<file path="src/rtl/branch_predictor_if.sv">
`default_nettype none
// ============================================================================
//  Module      : branch_predictor_if
//  Description : Signal bundle between the pipeline and the branch predictor.
//                Carries the IF-stage lookup, the ID-stage branch candidate,
//                the forwarding operand sources and the resolution results.
//                When BP_STATS_EN is defined, the bundle also carries the
//                16-bit branch_count and miss_count statistics outputs.
//  Ports       : master - pipeline side (drives PCs, opcode, operands)
//                slave  - predictor side (drives prediction and resolution)
//  Revision    : 1.0 - initial release
// ============================================================================
interface branch_predictor_if #(
   parameter int DATA_W = 32
);
   // IF stage
   logic [DATA_W-1:0] if_pc;
   logic              pred_taken;
   // ID stage
   logic              id_valid;
   logic              id_stall;
   logic [DATA_W-1:0] id_pc;
   logic [5:0]        id_op;
   logic              id_pred;
   // Forwarding
   logic [1:0]        fa;
   logic [1:0]        fb;
   logic [DATA_W-1:0] reg_out1;
   logic [DATA_W-1:0] reg_out2;
   logic [DATA_W-1:0] memwb_value;
   logic [DATA_W-1:0] exmem_aluout;
   // Resolution
   logic              take_branch;
   logic              mispredict;
`ifdef BP_STATS_EN
   logic [15:0]       branch_count;
   logic [15:0]       miss_count;
`endif

   modport master (
`ifdef BP_STATS_EN
      input  branch_count,
      input  miss_count,
`endif
      output if_pc,
      input  pred_taken,
      output id_valid,
      output id_stall,
      output id_pc,
      output id_op,
      output id_pred,
      output fa,
      output fb,
      output reg_out1,
      output reg_out2,
      output memwb_value,
      output exmem_aluout,
      input  take_branch,
      input  mispredict
   );

   modport slave (
`ifdef BP_STATS_EN
      output branch_count,
      output miss_count,
`endif
      input  if_pc,
      output pred_taken,
      input  id_valid,
      input  id_stall,
      input  id_pc,
      input  id_op,
      input  id_pred,
      input  fa,
      input  fb,
      input  reg_out1,
      input  reg_out2,
      input  memwb_value,
      input  exmem_aluout,
      output take_branch,
      output mispredict
   );
endinterface
`default_nettype wire

</file>
<file path="src/rtl/branch_predictor.sv">
`default_nettype none
// ============================================================================
//  Module      : branch_predictor
//  Description : Bimodal branch predictor with ID-stage resolution of
//                BEQ/BNE. A table of 2^IDX_BITS saturating two-bit counters
//                is indexed by PC[IDX_BITS+1:2]. The IF stage reads the
//                counter MSB combinationally; the ID stage compares the
//                forwarded operands, reports take_branch / mispredict, and
//                trains the counter on the clock edge that ends that cycle.
//  Config      : BP_STATS_EN - adds saturating 16-bit branch_count and
//                miss_count outputs (carried in the interface).
//  Ports       : clock - rising-edge clock
//                reset - synchronous active-high reset (counters -> 01)
//                bp    - branch_predictor_if.slave bundle
//  Revision    : 1.0 - initial release
// ============================================================================
module branch_predictor #(
   parameter int IDX_BITS = 6,
   parameter int DATA_W   = 32
) (
   input  logic               clock,
   input  logic               reset,
   branch_predictor_if.slave  bp
);

   localparam int         TBL_DEPTH = 1 << IDX_BITS;
   localparam logic [5:0] C_OP_BEQ  = 6'b000100;
   localparam logic [5:0] C_OP_BNE  = 6'b000101;
   localparam logic [1:0] C_SEL_BAD = 2'b11;

   logic [1:0]          r_table [TBL_DEPTH];

   logic [DATA_W-1:0]   w_opa;
   logic [DATA_W-1:0]   w_opb;
   logic                w_ops_valid;
   logic                w_is_branch;
   logic                w_resolve;
   logic                w_equal;
   logic                w_taken;
   logic                w_mispredict;
   logic [IDX_BITS-1:0] w_if_idx;
   logic [IDX_BITS-1:0] w_id_idx;
   logic [1:0]          w_cur_ctr;
   logic [1:0]          w_next_ctr;

   // Only the index bits of the PCs matter; fold the rest away.
   logic                w_unused_pc;
   assign w_unused_pc = ^{bp.if_pc[DATA_W-1:IDX_BITS+2], bp.if_pc[1:0],
                          bp.id_pc[DATA_W-1:IDX_BITS+2], bp.id_pc[1:0]};

   // Forwarding muxes; select 11 falls to the register value but the
   // comparison result is suppressed by w_ops_valid.
   always_comb begin
      w_opa = bp.reg_out1;
      case (bp.fa)
         2'b01:   w_opa = bp.memwb_value;
         2'b10:   w_opa = bp.exmem_aluout;
         default: w_opa = bp.reg_out1;
      endcase
   end

   always_comb begin
      w_opb = bp.reg_out2;
      case (bp.fb)
         2'b01:   w_opb = bp.memwb_value;
         2'b10:   w_opb = bp.exmem_aluout;
         default: w_opb = bp.reg_out2;
      endcase
   end

   assign w_ops_valid  = (bp.fa != C_SEL_BAD) && (bp.fb != C_SEL_BAD);
   assign w_is_branch  = (bp.id_op == C_OP_BEQ) || (bp.id_op == C_OP_BNE);
   assign w_resolve    = bp.id_valid && !bp.id_stall && w_is_branch;
   assign w_equal      = (w_opa == w_opb);
   // A branch with invalid operands still resolves (as not taken) and trains.
   assign w_taken      = w_resolve && w_ops_valid &&
                         ((bp.id_op == C_OP_BEQ) ? w_equal : !w_equal);
   assign w_mispredict = w_resolve && (w_taken ^ bp.id_pred);

   assign bp.take_branch = w_taken;
   assign bp.mispredict  = w_mispredict;

   assign w_if_idx = bp.if_pc[IDX_BITS+1:2];
   assign w_id_idx = bp.id_pc[IDX_BITS+1:2];

   // Lookup reads the registered table directly, so a same-cycle update to
   // the same index is not visible until the following cycle.
   assign bp.pred_taken = r_table[w_if_idx][1];

   assign w_cur_ctr = r_table[w_id_idx];

   always_comb begin
      w_next_ctr = w_cur_ctr;
      if (w_taken) begin
         if (w_cur_ctr != 2'b11) begin
            w_next_ctr = w_cur_ctr + 2'b01;
         end
      end else begin
         if (w_cur_ctr != 2'b00) begin
            w_next_ctr = w_cur_ctr - 2'b01;
         end
      end
   end

   always_ff @(posedge clock) begin
      if (reset) begin
         for (int i = 0; i < TBL_DEPTH; i++) begin
            r_table[i] <= 2'b01;
         end
      end else if (w_resolve) begin
         r_table[w_id_idx] <= w_next_ctr;
      end
   end

`ifdef BP_STATS_EN
   logic [15:0] r_branch_count;
   logic [15:0] r_miss_count;

   always_ff @(posedge clock) begin
      if (reset) begin
         r_branch_count <= 16'h0000;
         r_miss_count   <= 16'h0000;
      end else begin
         if (w_resolve && (r_branch_count != 16'hFFFF)) begin
            r_branch_count <= r_branch_count + 16'h0001;
         end
         if (w_mispredict && (r_miss_count != 16'hFFFF)) begin
            r_miss_count <= r_miss_count + 16'h0001;
         end
      end
   end

   assign bp.branch_count = r_branch_count;
   assign bp.miss_count   = r_miss_count;
`endif

endmodule
`default_nettype wire

</file>
<file path="src/flat_wrapper.sv">
// flat-port wrapper written by rule: the top's interface ports become plain ports
module branch_predictor_flat 
#(
   parameter int IDX_BITS = 6,
   parameter int DATA_W   = 32
)
  (clock, reset, bp_if_pc, bp_pred_taken, bp_id_valid, bp_id_stall, bp_id_pc, bp_id_op, bp_id_pred, bp_fa, bp_fb, bp_reg_out1, bp_reg_out2, bp_memwb_value, bp_exmem_aluout, bp_take_branch, bp_mispredict);
  branch_predictor_if #(.DATA_W(DATA_W)) bp_i ();
  input  logic clock;
  input  logic reset;
  input wire logic [$bits(bp_i.if_pc)-1:0] bp_if_pc;
  output wire logic [$bits(bp_i.pred_taken)-1:0] bp_pred_taken;
  input wire logic [$bits(bp_i.id_valid)-1:0] bp_id_valid;
  input wire logic [$bits(bp_i.id_stall)-1:0] bp_id_stall;
  input wire logic [$bits(bp_i.id_pc)-1:0] bp_id_pc;
  input wire logic [$bits(bp_i.id_op)-1:0] bp_id_op;
  input wire logic [$bits(bp_i.id_pred)-1:0] bp_id_pred;
  input wire logic [$bits(bp_i.fa)-1:0] bp_fa;
  input wire logic [$bits(bp_i.fb)-1:0] bp_fb;
  input wire logic [$bits(bp_i.reg_out1)-1:0] bp_reg_out1;
  input wire logic [$bits(bp_i.reg_out2)-1:0] bp_reg_out2;
  input wire logic [$bits(bp_i.memwb_value)-1:0] bp_memwb_value;
  input wire logic [$bits(bp_i.exmem_aluout)-1:0] bp_exmem_aluout;
  output wire logic [$bits(bp_i.take_branch)-1:0] bp_take_branch;
  output wire logic [$bits(bp_i.mispredict)-1:0] bp_mispredict;
  assign bp_i.if_pc = bp_if_pc;
  assign bp_pred_taken = bp_i.pred_taken;
  assign bp_i.id_valid = bp_id_valid;
  assign bp_i.id_stall = bp_id_stall;
  assign bp_i.id_pc = bp_id_pc;
  assign bp_i.id_op = bp_id_op;
  assign bp_i.id_pred = bp_id_pred;
  assign bp_i.fa = bp_fa;
  assign bp_i.fb = bp_fb;
  assign bp_i.reg_out1 = bp_reg_out1;
  assign bp_i.reg_out2 = bp_reg_out2;
  assign bp_i.memwb_value = bp_memwb_value;
  assign bp_i.exmem_aluout = bp_exmem_aluout;
  assign bp_take_branch = bp_i.take_branch;
  assign bp_mispredict = bp_i.mispredict;
  branch_predictor #(.IDX_BITS(IDX_BITS), .DATA_W(DATA_W)) u_core (.clock(clock), .reset(reset), .bp(bp_i));
endmodule
</file>
<file path="config.mk">
export PLATFORM = sky130hd
export DESIGN_NAME = branch_predictor_flat
export DESIGN_NICKNAME = d
export VERILOG_FILES = /design/src/rtl/branch_predictor_if.sv /design/src/rtl/branch_predictor.sv /design/src/flat_wrapper.sv
export SDC_FILE = /design/constraint.sdc
export NUM_CORES = 1
export LEC_CHECK = 0
export ABC_AREA = 1
export BUFFER_PORTS_ARGS = -buffer_cell sky130_fd_sc_hd__clkbuf_2
export CELL_PAD_IN_SITES_DETAIL_PLACEMENT = 0
export CELL_PAD_IN_SITES_GLOBAL_PLACEMENT = 1
export CORE_UTILIZATION = 39
export CTS_CLUSTER_SIZE = 14
export DETAILED_ROUTE_END_ITERATION = 8
export GPL_TIMING_DRIVEN = 0
export PLACE_DENSITY = 0.92
export SETUP_SLACK_MARGIN = 0.5
export SLEW_MARGIN = 25
export SYNTH_ARGS = -nofsm -noshare
export SYNTH_HDL_FRONTEND = slang
export SYNTH_SLANG_ARGS = --single-unit
</file>
<file path="constraint.sdc">
create_clock -name clock -period 2.87 [get_ports clock]
set_input_delay 0 -clock clock [delete_from_list [all_inputs] [get_ports clock]]
set_output_delay 0 -clock clock [all_outputs]
set_load 0.02 [all_outputs]
</file>
==> out/summary.txt, run 1 <==
syn_nets: 1783
relative slew slack: 43.9%
Max Fclk: 430 MHz
# IOs: 210
worst slew pin tran: 0.841 ns
Root Driver: clkbuf_16
Seq/Total Area, Yosys: 37.9%
global placement routability congestion: 0.979
total track usage: 29.4%
total chip power: 0.00578 W
cell row count: 58
Startpoint Class: input pin
Yosys top cell by area: edfxtp_1
DP HPWL: 28000 um
synth top area cells: edfxtp_1 38%, nand2_1 23%, nor2_1 6.8%
run status: complete, but fails checks
first-pass GRT wire length: 58500 um
Remaining DRCs: 1
total routed wirelength: 39100 um
DRT Pass-1 Iters: 9
clock slew at reported path FFs: 0.06 ns
Layout Nets: 1968
YS warnings: 0
Fillers: 2534
leftover overflow at the end of global routing: 0
Tmin final: 2.33 ns
Arrival @ worst endpoint: 2.51 ns
Worst Hold Margin: 0.0613 ns
HP Class: input pin to flip-flop
Period Utilization, post-route: 81.1%
max reg flops: 128
layout cells sized above 1: 18.6%
CTS tree: built
Critical Path RT: 3.05 ns
vias in the first global route: 10900
DIE WIDTH: 163 um
DRT antenna net count: 0
H-tree Lvls: 4
syn avg cell area: 6.46 um2
Sum Neg Setup Slack: 0 ns
largest net degree at the start of global routing: 17
clk_lat worst skew: 0.44 ns
maximum clock path buffer count: 2
CP Capture Type: flip-flop
Mapped Cells: 1570
Core Footprint: 25300 um2
skew final: 0.0132 ns
final setup fails: 0
Area after DPL: 11300 um2
Max Slew Vio Count: 0
synthesized flop and latch total: 128
Synth cell types: 39
initial core utilization: 40.0%
CP peak stage delay: 0.33 ns
Avg WL per Cell: 18.6 um
die area: 26600 um2
failing checks: DRC
CP max FO: 10
crit path cell chain: clkbuf_2 -> inv_1 -> nand3_1 -> clkinv_2 -> a22oi_1 -> nand3b_1 -> nand2_1 -> nand2_1 -> nor2_2 -> nand2_1 -> inv_1 -> nand2_2 -> nand2_8 -> buf_6 -> nor2_1
Cell Pwr Density: 466 nW/um2
Final Hold Fails: 0
Largest regs: u_core.r_table: 128 flops
maximum vdd drop: 0.424 mV
Largest Register: u_core.r_table
Vias/cell: 5.50
kind of critical path: input pin to flip-flop
initial antenna violation count: 2
final instance area: 12400 um2
Synth-to-Final Area Change: 22.3%
number of max-cap violations: 0
vias: 11500
Die Y: 163 um
Slowest cell on crit path: clkinv_2
LEAKAGE: 5.52 nW
initial drt markers: 1434
Synth top area share: 37.9%
most used cell, CP: nand2_1
mapped cell area: 10100 um2
clk sinks: 128
I/O Buffers: 155
unrepaired setup endpoints after global routing: true
CTS buffer count: 17
==> per-layer routing <==
| metal | wire length [um] | GRT usage, % |
|---|---|---|
| met5 | 15 | 0 |
| met4 | 1910 | 13.7 |
| met3 | 4370 | 6.78 |
| met2 | 17700 | 48.0 |
| met1 | 15100 | 36.5 |
==> kinds of logic after synthesis <==
| family | count (synthesis) | share of synthesized area [%] |
|---|---|---|
| adders and majority gates | 6 | 0.740 |
| DFF | 128 | 37.9 |
| and+or+nand+nor | 1021 | 41.8 |
| buffers and inverters | 259 | 10.7 |
| AOI/OAI and AO/OA | 156 | 8.87 |
==> cells in the final DEF, fill, tap and decap left out, drive strengths merged, types with 7 or more instances in the layout <==
master and n:
a21oi 41, o21ai 70, nand2 615, nand3 129, nor3 10, inv 177, o221ai 7, o22ai 9
nor2 196, clkinv 8, edfxtp 128, nand4 21, buf 54, or2 44, clkbuf 208
==> cells in the mapped netlist (all sizes together) <==
cell and count:
a211oi 5, a21boi 6, a21oi 41, a22oi 5
a32oi 2, and3 1, buf 48, clkbuf 31
clkinv 4, edfxtp 128, ha 6, inv 176
nand2 615, nand3 129, nand3b 5, nand4 20
nor2 196, nor3 10, nor4 1, o211ai 3
o21a 1, o21ai 70, o21bai 2, o221ai 7
o22ai 9, o311ai 5, or2 44
==> per-stage QoR <==
step | utilization [%] | cells | setup WS (ns)
floorplan | - | 1570 | 0.684
global placement | 44.7 | 2055 | -0.511
detailed placement | 44.7 | 2055 | -0.537
global route | 49.0 | 2098 | 0.473
CTS | 47.9 | 2090 | 0.501
finish | 49.0 | 2098 | 0.544
==> final timing paths <==
kind,from,to,slack (ns),depth (start not counted)
worst min register to register,u_core.r_table[7][0],u_core.r_table[3][1],1.24,10
worst max register to register,u_core.r_table[45][0],u_core.r_table[46][1],0.58,13
worst max-delay path,bp_id_pc[4],u_core.r_table[46][1],0.54,15
worst min-delay path,reset,u_core.r_table[13][0],0.06,3
==> critical path: cells and delay by family <==
| kind | cells | cell delay (ns) |
|---|---|---|
| and+or+nand+nor | 9 | 1.30 |
| buffers and inverters | 5 | 0.92 |
| AOI/OAI and AO/OA | 1 | 0.28 |
==> report_power, final <==
group	total (W)	switching [W]	internal [W]
Combinational	0.00134	0.000873	0.000470
Sequential	0.00211	0.0000212	0.00208
Clock	0.00233	0.000879	0.00145
==> area by class of cell <==
cell class                      instances  area (um2)  share of cell area [%]
Antenna cell                            1        2.50                  0.0202
Buffer                                 79         542                    4.37
Clock buffer                           18         429                    3.46
Clock inverter                         13         188                    1.51
Inverter                              180         688                    5.55
Multi-Input combinational cell       1184        5400                    43.5
Sequential cell                       128        3840                    31.0
Tap cell                              330         413                    3.33
Timing Repair Buffer                  165         898                    7.24
==> timing repair <==
action	in CTS	in global routing
gates resized for setup	52	67
cloned	0	3
setup buffers	4	4
hold buffers	0	0
setup endpoints to repair	130	128
pin swaps	2	16
Note: power is estimated with default switching activity, not from simulation.
==> run 2, diff against run 1 <==
==> constraint.sdc (replaced) <==
create_clock -name clock -period 2.4 [get_ports clock]
set_input_delay 0 -clock clock [delete_from_list [all_inputs] [get_ports clock]]
set_output_delay 0 -clock clock [all_outputs]
set_load 0.02 [all_outputs]
==> out/summary.txt, run 2 (synthesized netlist as in run 1, its figures left out) <==
Cell Pwr Density: 532 nW/um2 (was 466 nW/um2)
skew final: 0.00703 ns (was 0.0132 ns)
DRT Pass-1 Iters: 8 (was 9)
total track usage: 30.0% (was 29.4%)
final setup fails: 0 (unchanged)
maximum vdd drop: 0.512 mV (was 0.424 mV)
H-tree Lvls: 4 (unchanged)
relative slew slack: 34.4% (was 43.9%)
first-pass GRT wire length: 59400 um (was 58500 um)
Synth-to-Final Area Change: 28.8% (was 22.3%)
Worst Hold Margin: 0.0781 ns (was 0.0613 ns)
worst slew pin tran: 0.984 ns (was 0.841 ns)
most common cell after layout, fill and taps aside: nand2_1 (unchanged)
Slowest cell on crit path: clkinv_2 (unchanged)
CP peak stage delay: 0.34 ns (was 0.33 ns)
cell row count: 58 (unchanged)
maximum clock path buffer count: 2 (unchanged)
largest net degree at the start of global routing: 17 (unchanged)
Max Fclk: 426 MHz
Remaining DRCs: 0 (was 1)
I/O Buffers: 155 (unchanged)
Period Utilization, post-route: 97.9%
initial core utilization: 40.0% (unchanged)
Arrival @ worst endpoint: 2.54 ns (was 2.51 ns)
vias: 11600 (was 11500)
diode count: 0 (was 1)
CP Capture Type: flip-flop (unchanged)
crit path cell chain: clkbuf_2 -> inv_1 -> nand3_1 -> clkinv_2 -> nand2_1 -> o21ai_0 -> nor2_1 -> nand2_1 -> nand2_1 -> nand2_1 -> inv_1 -> nand2_2 -> nor2_4 -> inv_2 -> nand2_4 -> nand2_8 -> nand2_8 -> clkbuf_16 -> nor2_4 (was clkbuf_2 -> inv_1 -> nand3_1 -> clkinv_2 -> a22oi_1 -> nand3b_1 -> nand2_1 -> nand2_1 -> nor2_2 -> nand2_1 -> inv_1 -> nand2_2 -> nand2_8 -> buf_6 -> nor2_1)
clk_lat worst skew: 0.44 ns (about the same)
Max Slew Vio Count: 0 (unchanged)
Sum Neg Setup Slack: 0 ns (unchanged)
initial antenna violation count: 0 (was 2)
most used cell, CP: nand2_1 (unchanged)
Die Y: 163 um (unchanged)
Final Non-Filler Cells: 2112 (was 2098)
DRT antenna net count: 0 (unchanged)
M2 GR Usage: 48.5% (was 48.0%)
DP HPWL: 28500 um (was 28000 um)
CP max FO: 9 (was 10)
Tmin final: 2.35 ns
number of cells on the worst reg-to-reg path: 13 (unchanged)
CTS tree: built (unchanged)
M3 GR Usage: 5.79% (was 6.78%)
Final Hold Fails: 0 (unchanged)
LEAKAGE: 5.68 nW (was 5.52 nW)
Sequential cell area: 3840 um2 (unchanged)
kind of critical path: input pin to flip-flop (unchanged)
final instance area: 13100 um2 (was 12400 um2)
number of max-cap violations: 0 (unchanged)
max reg flops: 128 (unchanged)
Avg WL per Cell: 19.4 um (was 18.6 um)
leftover overflow at the end of global routing: 0 (unchanged)
CTS buffer count: 17 (unchanged)
grt met1 use: 37.4% (was 36.5%)
most frequent cells in the layout: 590 x nand2_1, 164 x inv_1, 158 x clkbuf_2 (was 604 x nand2_1, 179 x nor2_1, 169 x inv_1)
unrepaired setup endpoints after global routing: true (unchanged)
DIE WIDTH: 163 um (unchanged)
run status: finished, final reports clean (was complete, but fails checks)
clock slew at reported path FFs: 0.06 ns (about the same)
GRT Max-Usage Layer: met2 (unchanged)
initial drt markers: 1487 (was 1434)
Largest Register: u_core.r_table (unchanged)
Finished Core Util: 51.6% (was 49.0%)
Startpoint Class: input pin (unchanged)
Core Footprint: 25300 um2 (unchanged)
area of the multi-input gates: 5760 um2 (was 5400 um2)
dpl cells: 2055 (unchanged)
clk sinks: 128 (unchanged)
Layout Nets: 1982 (was 1968)
# IOs: 210 (unchanged)
total routed wirelength: 40900 um (was 39100 um)
global placement routability congestion: 0.989 (was 0.979)
layout cells sized above 1: 23.9% (was 18.6%)
die area: 26600 um2 (unchanged)
Vias/cell: 5.51 (was 5.50)
hold path depth: 3 (unchanged)
Root Driver: clkbuf_16 (unchanged)
Largest regs: u_core.r_table: 128 flops (unchanged)
Fillers: 2493 (was 2534)
Area after DPL: 11400 um2 (was 11300 um2)
vias in the first global route: 10800 (was 10900)
HP Class: input pin to flip-flop (unchanged)
Critical Path RT: 2.59 ns (was 3.05 ns)
[run 2: cell count changes in the layout (fill, tap and decap cells not counted), moves of 7 or more]
| cell | previous run | this run |
|---|---|---|
| nor2_1 | 179 | 125 |
| nor2_2 | 15 | 54 |
| nor2_4 | 2 | 17 |
| nand2_1 | 604 | 590 |
| nand2_2 | 8 | 19 |
| buf_6 | 12 | 19 |
| clkbuf_4 | 10 | 3 |
[run 2: per-layer routing]
layer / wire length [um] / vias to the layer above
met4: 2020 / 0
met3: 4570 / 140
li1: - / 5438
met5: 0 / -
met2: 18700 / 741
met1: 15600 / 5322
[run 2: timing repair]
item | in CTS | in global routing
pin swaps | 8 | 45
buffers inserted | 7 | 7
hold endpoints to repair | 0 | 0
hold buffers | 0 | 0
gates resized for setup | 63 | 190
endpoints found under the setup margin | 147 | 259
gates cloned | 1 | 10
[run 2: per-stage QoR]
step / total power (W) / worst slack (ns)
finish: 0.00695 / 0.0515
global route: 0.00715 / -0.0107
CTS: 0.00665 / 0.180
detailed placement: 0.00401 / -0.922
global placement: 0.00400 / -0.955
floorplan: 0.00346 / 0.282
[run 2: area by class of cell]
class / count / share of cell area [%]
Buffer: 79 / 4.63
Tap cell: 330 / 3.16
Multi-Input combinational cell: 1185 / 44.1
Clock buffer: 18 / 3.29
Clock inverter: 14 / 1.21
Sequential cell: 128 / 29.4
Timing Repair Buffer: 178 / 8.79
Inverter: 180 / 5.39
[run 2: final timing paths]
kind                                           start                     to  slack, ns
worst max-delay path                     bp_id_pc[4]  u_core.r_table[55][1]       0.05
worst min-delay path                           reset  u_core.r_table[48][0]       0.08
worst max register to register  u_core.r_table[2][0]  u_core.r_table[55][1]       0.07
worst min register to register  u_core.r_table[3][1]   u_core.r_table[2][1]       1.23
[run 2: where the power goes]
part / total [W] / internal [W] / switching (W)
logic: 0.00180 / 0.000647 / 0.00116
registers: 0.00252 / 0.00249 / 0.0000268
clock network: 0.00263 / 0.00154 / 0.00109
total: 0.00695 / 0.00468 / 0.00227
[run 2: critical path, delay by kind of cell]
family | cells | cell delay, ns
AO/OA/AOI/OAI | 1 | 0.09
AND/OR/NAND/NOR | 12 | 1.44
buffers and inverters | 6 | 1.00
